$ cat src/rtl/vk_cdc_pkg.sv
// vk_cdc_pkg: shared types for the toggle-handshake bus crossing.
// Receiver FSM state encoding lives here.
package vk_cdc_pkg;

    typedef enum logic [1:0] {
        ST_ARM,
        ST_IDLE,
        ST_HOLD
    } cdc_rx_state_t;

endpackage

$ cat src/rtl/vk_clock_sync_v2.sv
// vk_clock_sync_v2: DEPTH-stage flop-chain synchronizer.
// Synchronous active-low reset loads INIT_VAL into every stage.
module vk_clock_sync_v2 #(
    parameter int              WIDTH    = 1,
    parameter int              DEPTH    = 2,
    parameter logic [WIDTH-1:0] INIT_VAL = '0
) (
    input  logic             i_clk,
    input  logic             i_rstn,
    input  logic [WIDTH-1:0] i_d,
    output logic [WIDTH-1:0] o_q
);

    logic [WIDTH-1:0] r_chain [DEPTH];

    // shift the asynchronous input through the chain
    always_ff @(posedge i_clk) begin
        if (!i_rstn) begin
            for (int i = 0; i < DEPTH; i++) begin
                r_chain[i] <= INIT_VAL;
            end
        end else begin
            r_chain[0] <= i_d;
            for (int i = 1; i < DEPTH; i++) begin
                r_chain[i] <= r_chain[i-1];
            end
        end
    end

    assign o_q = r_chain[DEPTH-1];

endmodule

$ cat src/rtl/vk_cdc_bus_rx.sv
// vk_cdc_bus_rx: destination side of a toggle-handshake bus crossing.
// src_data and src_req_tgl need a timing exception; data relies on source hold.
module vk_cdc_bus_rx
    import vk_cdc_pkg::*;
#(
    parameter int WIDTH      = 32,
    parameter int SYNC_DEPTH = 2,
    parameter int CNT_W      = 16
) (
    input  logic             dst_clk,
    input  logic             rstn,
    input  logic             src_req_tgl,
    input  logic [WIDTH-1:0] src_data,
    output logic             dst_ack_tgl,
    output logic             dst_valid,
    output logic [WIDTH-1:0] dst_data,
    input  logic             dst_ready,
    output logic             proto_err,
    output logic [CNT_W-1:0] xfer_cnt
);

    localparam int ARM_CYCLES = SYNC_DEPTH + 1;
    localparam int ARM_CNT_W  = $clog2(SYNC_DEPTH + 2);
    localparam logic [ARM_CNT_W-1:0] ARM_LAST = ARM_CNT_W'(ARM_CYCLES - 1);

    logic                 w_req_sync;
    cdc_rx_state_t        r_state;
    logic [ARM_CNT_W-1:0] r_arm_cnt;
    logic                 r_req_seen;
    logic                 r_ack_tgl;
    logic                 r_valid;
    logic [WIDTH-1:0]     r_data;
    logic                 r_proto_err;
    logic [CNT_W-1:0]     r_xfer_cnt;

    vk_clock_sync_v2 #(
        .WIDTH    (1),
        .DEPTH    (SYNC_DEPTH),
        .INIT_VAL (1'b0)
    ) u_req_sync (
        .i_clk  (dst_clk),
        .i_rstn (rstn),
        .i_d    (src_req_tgl),
        .o_q    (w_req_sync)
    );

    // ARM absorbs any toggle pending at reset, then IDLE/HOLD move words
    always_ff @(posedge dst_clk) begin
        if (!rstn) begin
            r_state     <= ST_ARM;
            r_arm_cnt   <= '0;
            r_req_seen  <= 1'b0;
            r_ack_tgl   <= 1'b0;
            r_valid     <= 1'b0;
            r_data      <= '0;
            r_proto_err <= 1'b0;
            r_xfer_cnt  <= '0;
        end else begin
            unique case (r_state)
                ST_ARM: begin
                    r_req_seen <= w_req_sync;
                    r_ack_tgl  <= w_req_sync;
                    if (r_arm_cnt == ARM_LAST) begin
                        r_arm_cnt <= '0;
                        r_state   <= ST_IDLE;
                    end else begin
                        r_arm_cnt <= r_arm_cnt + 1'b1;
                    end
                end
                ST_IDLE: begin
                    if (w_req_sync != r_req_seen) begin
                        r_data     <= src_data;
                        r_req_seen <= w_req_sync;
                        r_valid    <= 1'b1;
                        r_state    <= ST_HOLD;
                    end
                end
                ST_HOLD: begin
                    // second toggle before ack: flag it, service it later
                    if (w_req_sync != r_req_seen) begin
                        r_proto_err <= 1'b1;
                    end
                    if (dst_ready) begin
                        r_valid    <= 1'b0;
                        r_ack_tgl  <= ~r_ack_tgl;
                        r_xfer_cnt <= r_xfer_cnt + 1'b1;
                        r_state    <= ST_IDLE;
                    end
                end
                default: begin
                    r_state <= ST_ARM;
                end
            endcase
        end
    end

    assign dst_ack_tgl = r_ack_tgl;
    assign dst_valid   = r_valid;
    assign dst_data    = r_data;
    assign proto_err   = r_proto_err;
    assign xfer_cnt    = r_xfer_cnt;

endmodule

$ cat config.mk
export PLATFORM = sky130hd
export DESIGN_NAME = vk_cdc_bus_rx
export DESIGN_NICKNAME = d
export VERILOG_FILES = /design/src/rtl/vk_cdc_pkg.sv /design/src/rtl/vk_clock_sync_v2.sv /design/src/rtl/vk_cdc_bus_rx.sv
export SDC_FILE = /design/constraint.sdc
export NUM_CORES = 1
export LEC_CHECK = 0
export ABC_AREA = 1
export BUFFER_PORTS_ARGS = -buffer_cell sky130_fd_sc_hd__clkbuf_2
export CAP_MARGIN = 20
export CELL_PAD_IN_SITES_DETAIL_PLACEMENT = 1
export CELL_PAD_IN_SITES_GLOBAL_PLACEMENT = 1
export CORE_MARGIN = 4
export CORE_UTILIZATION = 31
export CTS_CLUSTER_SIZE = 14
export DETAILED_ROUTE_END_ITERATION = 6
export HOLD_SLACK_MARGIN = 0.08
export PLACE_DENSITY = 0.83
export SYNTH_ARGS = -nofsm -noshare
export SYNTH_HDL_FRONTEND = slang
export SYNTH_SLANG_ARGS = --single-unit
$ cat constraint.sdc
create_clock -name dst_clk -period 1.17 [get_ports dst_clk]
set_input_delay 0.1755 -clock dst_clk [delete_from_list [all_inputs] [get_ports dst_clk]]
set_output_delay 0.1755 -clock dst_clk [all_outputs]
set_load 0.1 [all_outputs]
==> metrics.csv, run 1 <==
metric,value,unit
outcome,"complete, but fails checks",
violations,setup timing,
placed_cell_area,3930,um2
synth.area.top_cells,"dfxtp_1 48%, nand2_1 10%, a21oi_1 8.9%, nand3_1 8.9%, nor2_1 4.3%",
antenna_found_initial,0,
synth_cell_types,31,
final_cell_area,5000,um2
postRouteWirelength,12200,um
p_int,3.62,mW
track_usage,0.199,
cts_root_buffer,clkbuf_8,
cts_tree,built,
core,7410,um2
wl_per_cell,22.1,um
fin_util,0.675,
syn_avg_cell_area,7.75,um2
slowest_stage,dfxtp_2,
die_w,96.3,um
initial_core_util,0.326,
critical_path_required,1.45,ns
hold_path_class,input port to flip-flop,
boundaryPins,87,
hold_ws,0.0575,ns
final_antenna_net_count,0,
drive_above_1_share,0.645,
htree_levels,3,
p_sw,2.17,mW
numCtsBuffers,9,
drtIter0Drc,116,
nFillCells,764,
synth_largest_area_cell,dfxtp_1,
pwr-share-clk,0.313,
yosysSeqAreaShare,0.480,
multiInputGateArea,1560,um2
finalCritPeriodShare,1.12,
crit_path_end_kind,flip-flop,
avgViaCountPerCell,5.31,
numPortBuffers,86,
postSynthCellCount,312,
slew_violations,0,
most-common-layout-cells,"56 x buf_12, 48 x nand2_1, 36 x dfxtp_2",
arrival,1.59,ns
seq_area,1270,um2
worstSetupPathType,flip-flop to flip-flop,
layout-area-overhead-vs-synth,107,%
p_per_area,1160,nW/um2
comb_power_share,0.315,
cap_violations,0,
cts_buffer_depth,2,
cts.sinks,58,
grt_max_degree,43,
final_nets,485,
tightest_slew,0.273,ns
path_cells,inv_4 -> nor2_4 -> buf_4 -> buf_12 -> nand3_4 -> a21oi_2,
ir_worst_vdd,519,uV
ys_warn_count,0,
synth_top_area_frac,0.480,
path_clk_slew,0.09,ns
overflow,0,
post-dp-hpwl,5630,um
clock_skew,0.0162,ns
syn_nets,349,
cp_max_fo,12,
max_stage_delay,0.36,ns
gp_congestion,0.861,
syn-cell-area,2420,um2
seqPwrFrac,0.372,
max_slew_margin,0.818,
firstDrtPassIters,4,
p_sw_frac,0.375,
final_common_cell,buf_12,
die_h,96.3,um
fp-row-count,31,
ys_seq_elements,58,
vias,2929,
setup_ws,-0.145,ns
final_hold_viol_count,0,
drt_drc_violations_left,0,
start_kind,flip-flop,
dieArea,9280,um2
fmax,0.761,GHz
setup_viol,46,
power.leakage,1.84,nW
grt_first_pass_wirelength,14100,um
diodes,0,
first_global_vias,2855,
clk-insertion-delay-late,0.36,ns
rsz0062_at_grt,yes,
min_period,1.31,ns
layout make-up:
cell class | instances | area share
multi-input combinational | 218 | 0.312
sequential | 58 | 0.255
tap | 99 | 0.0248
inverter | 22 | 0.0170
timing repair buffer | 139 | 0.356
clock buffer | 11 | 0.0305
clock inverter | 5 | 0.00525
critical path, delay by kind of cell, from the launching register on:
| family | cells | cell delay [ns] |
|---|---|---|
| DFF | 1 | 0.36 |
| buffers and inverters | 3 | 0.42 |
| and+or+nand+nor | 2 | 0.24 |
| AOI/OAI and AO/OA | 1 | 0.20 |
worst paths after layout:
| check | start | endpoint | slack (ns) | cells after the start |
|---|---|---|---|---|
| min reg2reg | u_req_sync.r_chain[0][0]$_SDFF_PN0_ | u_req_sync.r_chain[0][1]$_SDFF_PN0_ | 0.41 | 2 |
| min | src_data[24] | dst_data[24]$_SDFFE_PN0P_ | 0.06 | 3 |
| max | r_state[0]$_SDFFE_PN0P_ | dst_data[17]$_SDFFE_PN0P_ | -0.14 | 6 |
| max reg2reg | r_state[0]$_SDFFE_PN0P_ | dst_data[17]$_SDFFE_PN0P_ | -0.14 | 6 |
metal layers:
| metal | vias up | share of wire | global-route usage |
|---|---|---|---|
| li1 | 1311 | - | - |
| met1 | 1457 | 0.38 | 0.217 |
| met2 | 122 | 0.53 | 0.373 |
| met3 | 39 | 0.057 | 0.0414 |
| met4 | 0 | 0.036 | 0.0771 |
| met5 | - | 0 | 0 |
repair_timing:
item,CTS,global route
gates resized for setup,30,95
setup buffers,11,5
hold endpoints to repair,7,10
endpoints found under the setup margin,50,55
gates cloned,1,4
pin swaps,18,41
hold buffers,7,10
logic make-up (layout without fill, tap and decap cells):
family / count (synthesis) / in the layout / share of synthesized area
simple gates: 149 / 151 / 0.274
compound gates: 63 / 63 / 0.141
flops: 58 / 58 / 0.480
buf+inv: 38 / 177 / 0.0812
fa+ha+maj: 1 / 1 / 0.00517
xor+xnor: 3 / 3 / 0.0186
through the flow:
stage	TNS (ns)	power, mW	std cells	setup slack, ns
detailed placement	-3.32	3.32	498	-0.126
global placement	-0.689	3.28	498	-0.0426
finish	-3.09	5.79	552	-0.145
global route	-6.32	5.96	552	-0.182
floorplan	-1.28	2.88	312	-0.179
CTS	-0.288	5.17	533	-0.0386
sequential cells by signal, summed over array words and instances, names as in the netlist:
| name | flops |
|---|---|
| proto_err | 1 |
| u_req_sync.r_chain | 2 |
| xfer_cnt | 16 |
| dst_valid | 1 |
| dst_ack_tgl | 1 |
| r_req_seen | 1 |
| r_arm_cnt | 2 |
| r_state | 2 |
| dst_data | 32 |
synthesized netlist by cell type (all sizes together):
| cell | n |
|---|---|
| o211a | 1 |
| o21ai | 10 |
| a31oi | 3 |
| a211oi | 1 |
| nand4 | 2 |
| inv | 21 |
| ha | 1 |
| a21oi | 45 |
| nand2 | 67 |
| o21bai | 1 |
| xor2 | 3 |
| clkbuf | 6 |
| nand3 | 44 |
| nand3b | 1 |
| nor2 | 31 |
| buf | 10 |
| dfxtp | 58 |
| o21a | 2 |
| clkinv | 1 |
| or2 | 1 |
| nor3 | 3 |
power by group through the flow:
| stage | combinational (mW) | clock, mW | sequential (mW) |
|---|---|---|---|
| 6_report | 1.82 | 1.81 | 2.16 |
| 2_1_floorplan | 0.416 | 0 | 2.46 |
| 5_1_grt | 1.90 | 1.90 | 2.16 |
| 4_1_cts | 1.29 | 1.74 | 2.14 |
| 3_3_place_gp | 1.11 | 0 | 2.17 |
| 3_5_place_dp | 1.14 | 0 | 2.18 |
Note: power is estimated with default switching activity, not from simulation.
==> run 2, diff against run 1 <==
--- a/config.mk
+++ b/config.mk
@@ -11,11 +11,11 @@
 export CELL_PAD_IN_SITES_DETAIL_PLACEMENT = 1
 export CELL_PAD_IN_SITES_GLOBAL_PLACEMENT = 1
 export CORE_MARGIN = 4
-export CORE_UTILIZATION = 31
+export CORE_UTILIZATION = 34
 export CTS_CLUSTER_SIZE = 14
 export DETAILED_ROUTE_END_ITERATION = 6
 export HOLD_SLACK_MARGIN = 0.08
-export PLACE_DENSITY = 0.83
+export PLACE_DENSITY = 0.86
 export SYNTH_ARGS = -nofsm -noshare
 export SYNTH_HDL_FRONTEND = slang
 export SYNTH_SLANG_ARGS = --single-unit
==> constraint.sdc (replaced) <==
create_clock -name dst_clk -period 1.39 [get_ports dst_clk]
set_input_delay 0.2085 -clock dst_clk [delete_from_list [all_inputs] [get_ports dst_clk]]
set_output_delay 0.2085 -clock dst_clk [all_outputs]
set_load 0.1 [all_outputs]
==> run 2 against run 1 <==
Net effect:
- the flow now finishes without violations
- routed wire length down 45%
- worst hold slack better by 0.063 ns
- register-to-register slack better by 0.21 ns
- die area down 8.1%
- first-iteration DRC count down 53%
- cell count down 9.1%
- non-clock buffer count down 45
- clock skew down 0.0077 ns
- flip-flop and latch count unchanged
- count of clock-buffer cells in the layout unchanged
==> metrics.csv, run 2 (same netlist as run 1, synthesis figures left out) <==
metric,value,unit,change
outcome,completed,,
gp_congestion,0.774,,-10%
boundaryPins,87,,unchanged
slowest_stage,clkbuf_2,,
final_common_cell,nand2_1,,
cts_root_buffer,clkbuf_8,,
critical_path_required,1.18,ns,-0.27 ns
drive_above_1_share,0.335,,-0.310
post-dp-hpwl,4970,um,-12%
cts_setup_buffers,0,,-11
die_w,92.3,um,-4.1%
final_antenna_net_count,0,,unchanged
fin_util,0.475,,-0.200
max_slew_margin,0.640,,-0.178
first_global_vias,2390,,-16%
cts_tree,built,,
finalCritPeriodShare,0.966,,
dpl.cell_count,485,,-2.6%
critPathBufInv,1,,-2
grt_max_degree,43,,unchanged
layout-area-overhead-vs-synth,35.0,%,
power.leakage,1.37,nW,-26%
grt_util_met2,0.268,,-0.105
vias,2414,,-18%
final_nets,438,,-9.7%
numCtsBuffers,9,,unchanged
max_stage_delay,0.46,ns,+0.10 ns
core,6870,um2,-7.3%
clock_skew,0.00858,ns,-0.00765 ns
diodes,0,,unchanged
drtIter0Drc,55,,-53%
cap_violations,0,,unchanged
r2r-start,r_state[0]$_SDFFE_PN0P_,,
antenna_found_initial,0,,unchanged
numPortBuffers,86,,unchanged
cts.sinks,58,,unchanged
crit_path_end_kind,output pin,,
clk-insertion-delay-late,0.34,ns,-0.02 ns
nFillCells,891,,+17%
min_period,1.34,ns,
hold_ws,0.120,ns,+0.0629 ns
use_met1,0.188,,-0.0295
met3_usage,0.0455,,+0.00405
firstDrtPassIters,6,,+2
top_usage_layer,met2,,
die_h,92.3,um,-4.1%
setup_viol,0,,-100%
wl_per_cell,13.3,um,-40%
crit_start,dst_data[11]$_SDFFE_PN0P_,,
start_kind,flip-flop,,
hold_start,src_data[18],,
tightest_slew,0.542,ns,+0.269 ns
arrival,1.13,ns,-0.46 ns
fmax,0.745,GHz,
grt_first_pass_wirelength,10900,um,-23%
rsz0062_at_grt,yes,,
worstSetupPathType,flip-flop to output pin,,
fp-row-count,30,,-3.2%
cts_buffer_depth,2,,unchanged
most-common-layout-cells,"66 x nand2_1, 48 x clkbuf_2, 43 x nand3_1, 43 x a21oi_1, 41 x dfxtp_1",,
initial_core_util,0.352,,+0.0256
crit_family,buffers and inverters,,
overflow,0,,unchanged
slew_violations,0,,unchanged
dieArea,8530,um2,-8.1%
ir_worst_vdd,574,uV,+11%
htree_levels,3,,unchanged
p_per_area,1210,nW/um2,+4.2%
drt_drc_violations_left,0,,unchanged
postRouteWirelength,6690,um,-45%
track_usage,0.159,,-0.0404
hold_path_class,input port to flip-flop,,
cp_max_fo,2,,-10
path_cells,clkbuf_2,,
largest_reg_flops,32,,unchanged
final_hold_viol_count,0,,unchanged
path_clk_slew,0.07,ns,-0.02 ns
final_cells,502,,-9.1%
avgViaCountPerCell,4.81,,-9.4%
run 2: cell count changes in the layout (fill, tap and decap cells not counted), sizes merged:
cell         change
dlygate4sd3     -16
clkinv           -1
inv              +1
clkbuf          +10
nand2            -2
buf             -39
run 2: timing repair:
item | 4_1_cts | 5_1_grt
hold endpoints to repair | 1 | 0
hold buffers | 1 | 0
endpoints found under the setup margin | 0 | 12
gates resized for setup | 0 | 7
run 2: layout make-up:
type	instances	area, um2	share of cell area
clock buffer	11	141	0.0433
clock inverter	5	27.5	0.00843
inverter	22	82.6	0.0253
multi-input combinational	216	1090	0.333
sequential	58	1200	0.369
tap	96	120	0.0368
timing repair buffer	94	601	0.184
run 2: worst paths after layout:
path | endpoint | depth (start not counted) | slack (ns)
hold / removal | dst_data[18]$_SDFFE_PN0P_ | 3 | 0.12
setup reg to reg | dst_data[9]$_SDFFE_PN0P_ | 5 | 0.07
hold reg to reg | u_req_sync.r_chain[0][1]$_SDFF_PN0_ | 2 | 0.42
setup / recovery | dst_data[11] | 1 | 0.05
run 2: layer usage:
metal	share of wire	up-vias
li1	-	1209
met5	0	-
met3	0.064	8
met1	0.46	1122
met4	0.014	0
met2	0.46	75
run 2: stage by stage:
| stage | power [mW] | TNS [ns] | instance area [um2] | setup WS [ns] |
|---|---|---|---|---|
| after floorplan | 2.43 | 0 | 2480 | 0.0217 |
| after global placement | 2.61 | 0 | 3080 | 0.134 |
| after detailed placement | 2.63 | 0 | 3080 | 0.0793 |
| after CTS | 3.99 | 0 | 3250 | 0.0133 |
| after global routing | 4.15 | -0.169 | 3260 | -0.0448 |
| final | 3.94 | 0 | 3260 | 0.0472 |
run 2: power by group:
| part | switching [mW] | total (mW) | internal, mW |
|---|---|---|---|
| sequential | 0.0553 | 1.78 | 1.73 |
| clock | 0.655 | 1.34 | 0.687 |
| combinational | 0.596 | 0.817 | 0.221 |
run 2: worst register-to-register path: cells and delay by family, from the launching register on:
family | cells | cell delay, ns
and+or+nand+nor | 2 | 0.39
buffers and inverters | 2 | 0.31
AOI/OAI and AO/OA | 1 | 0.17
DFF | 1 | 0.37
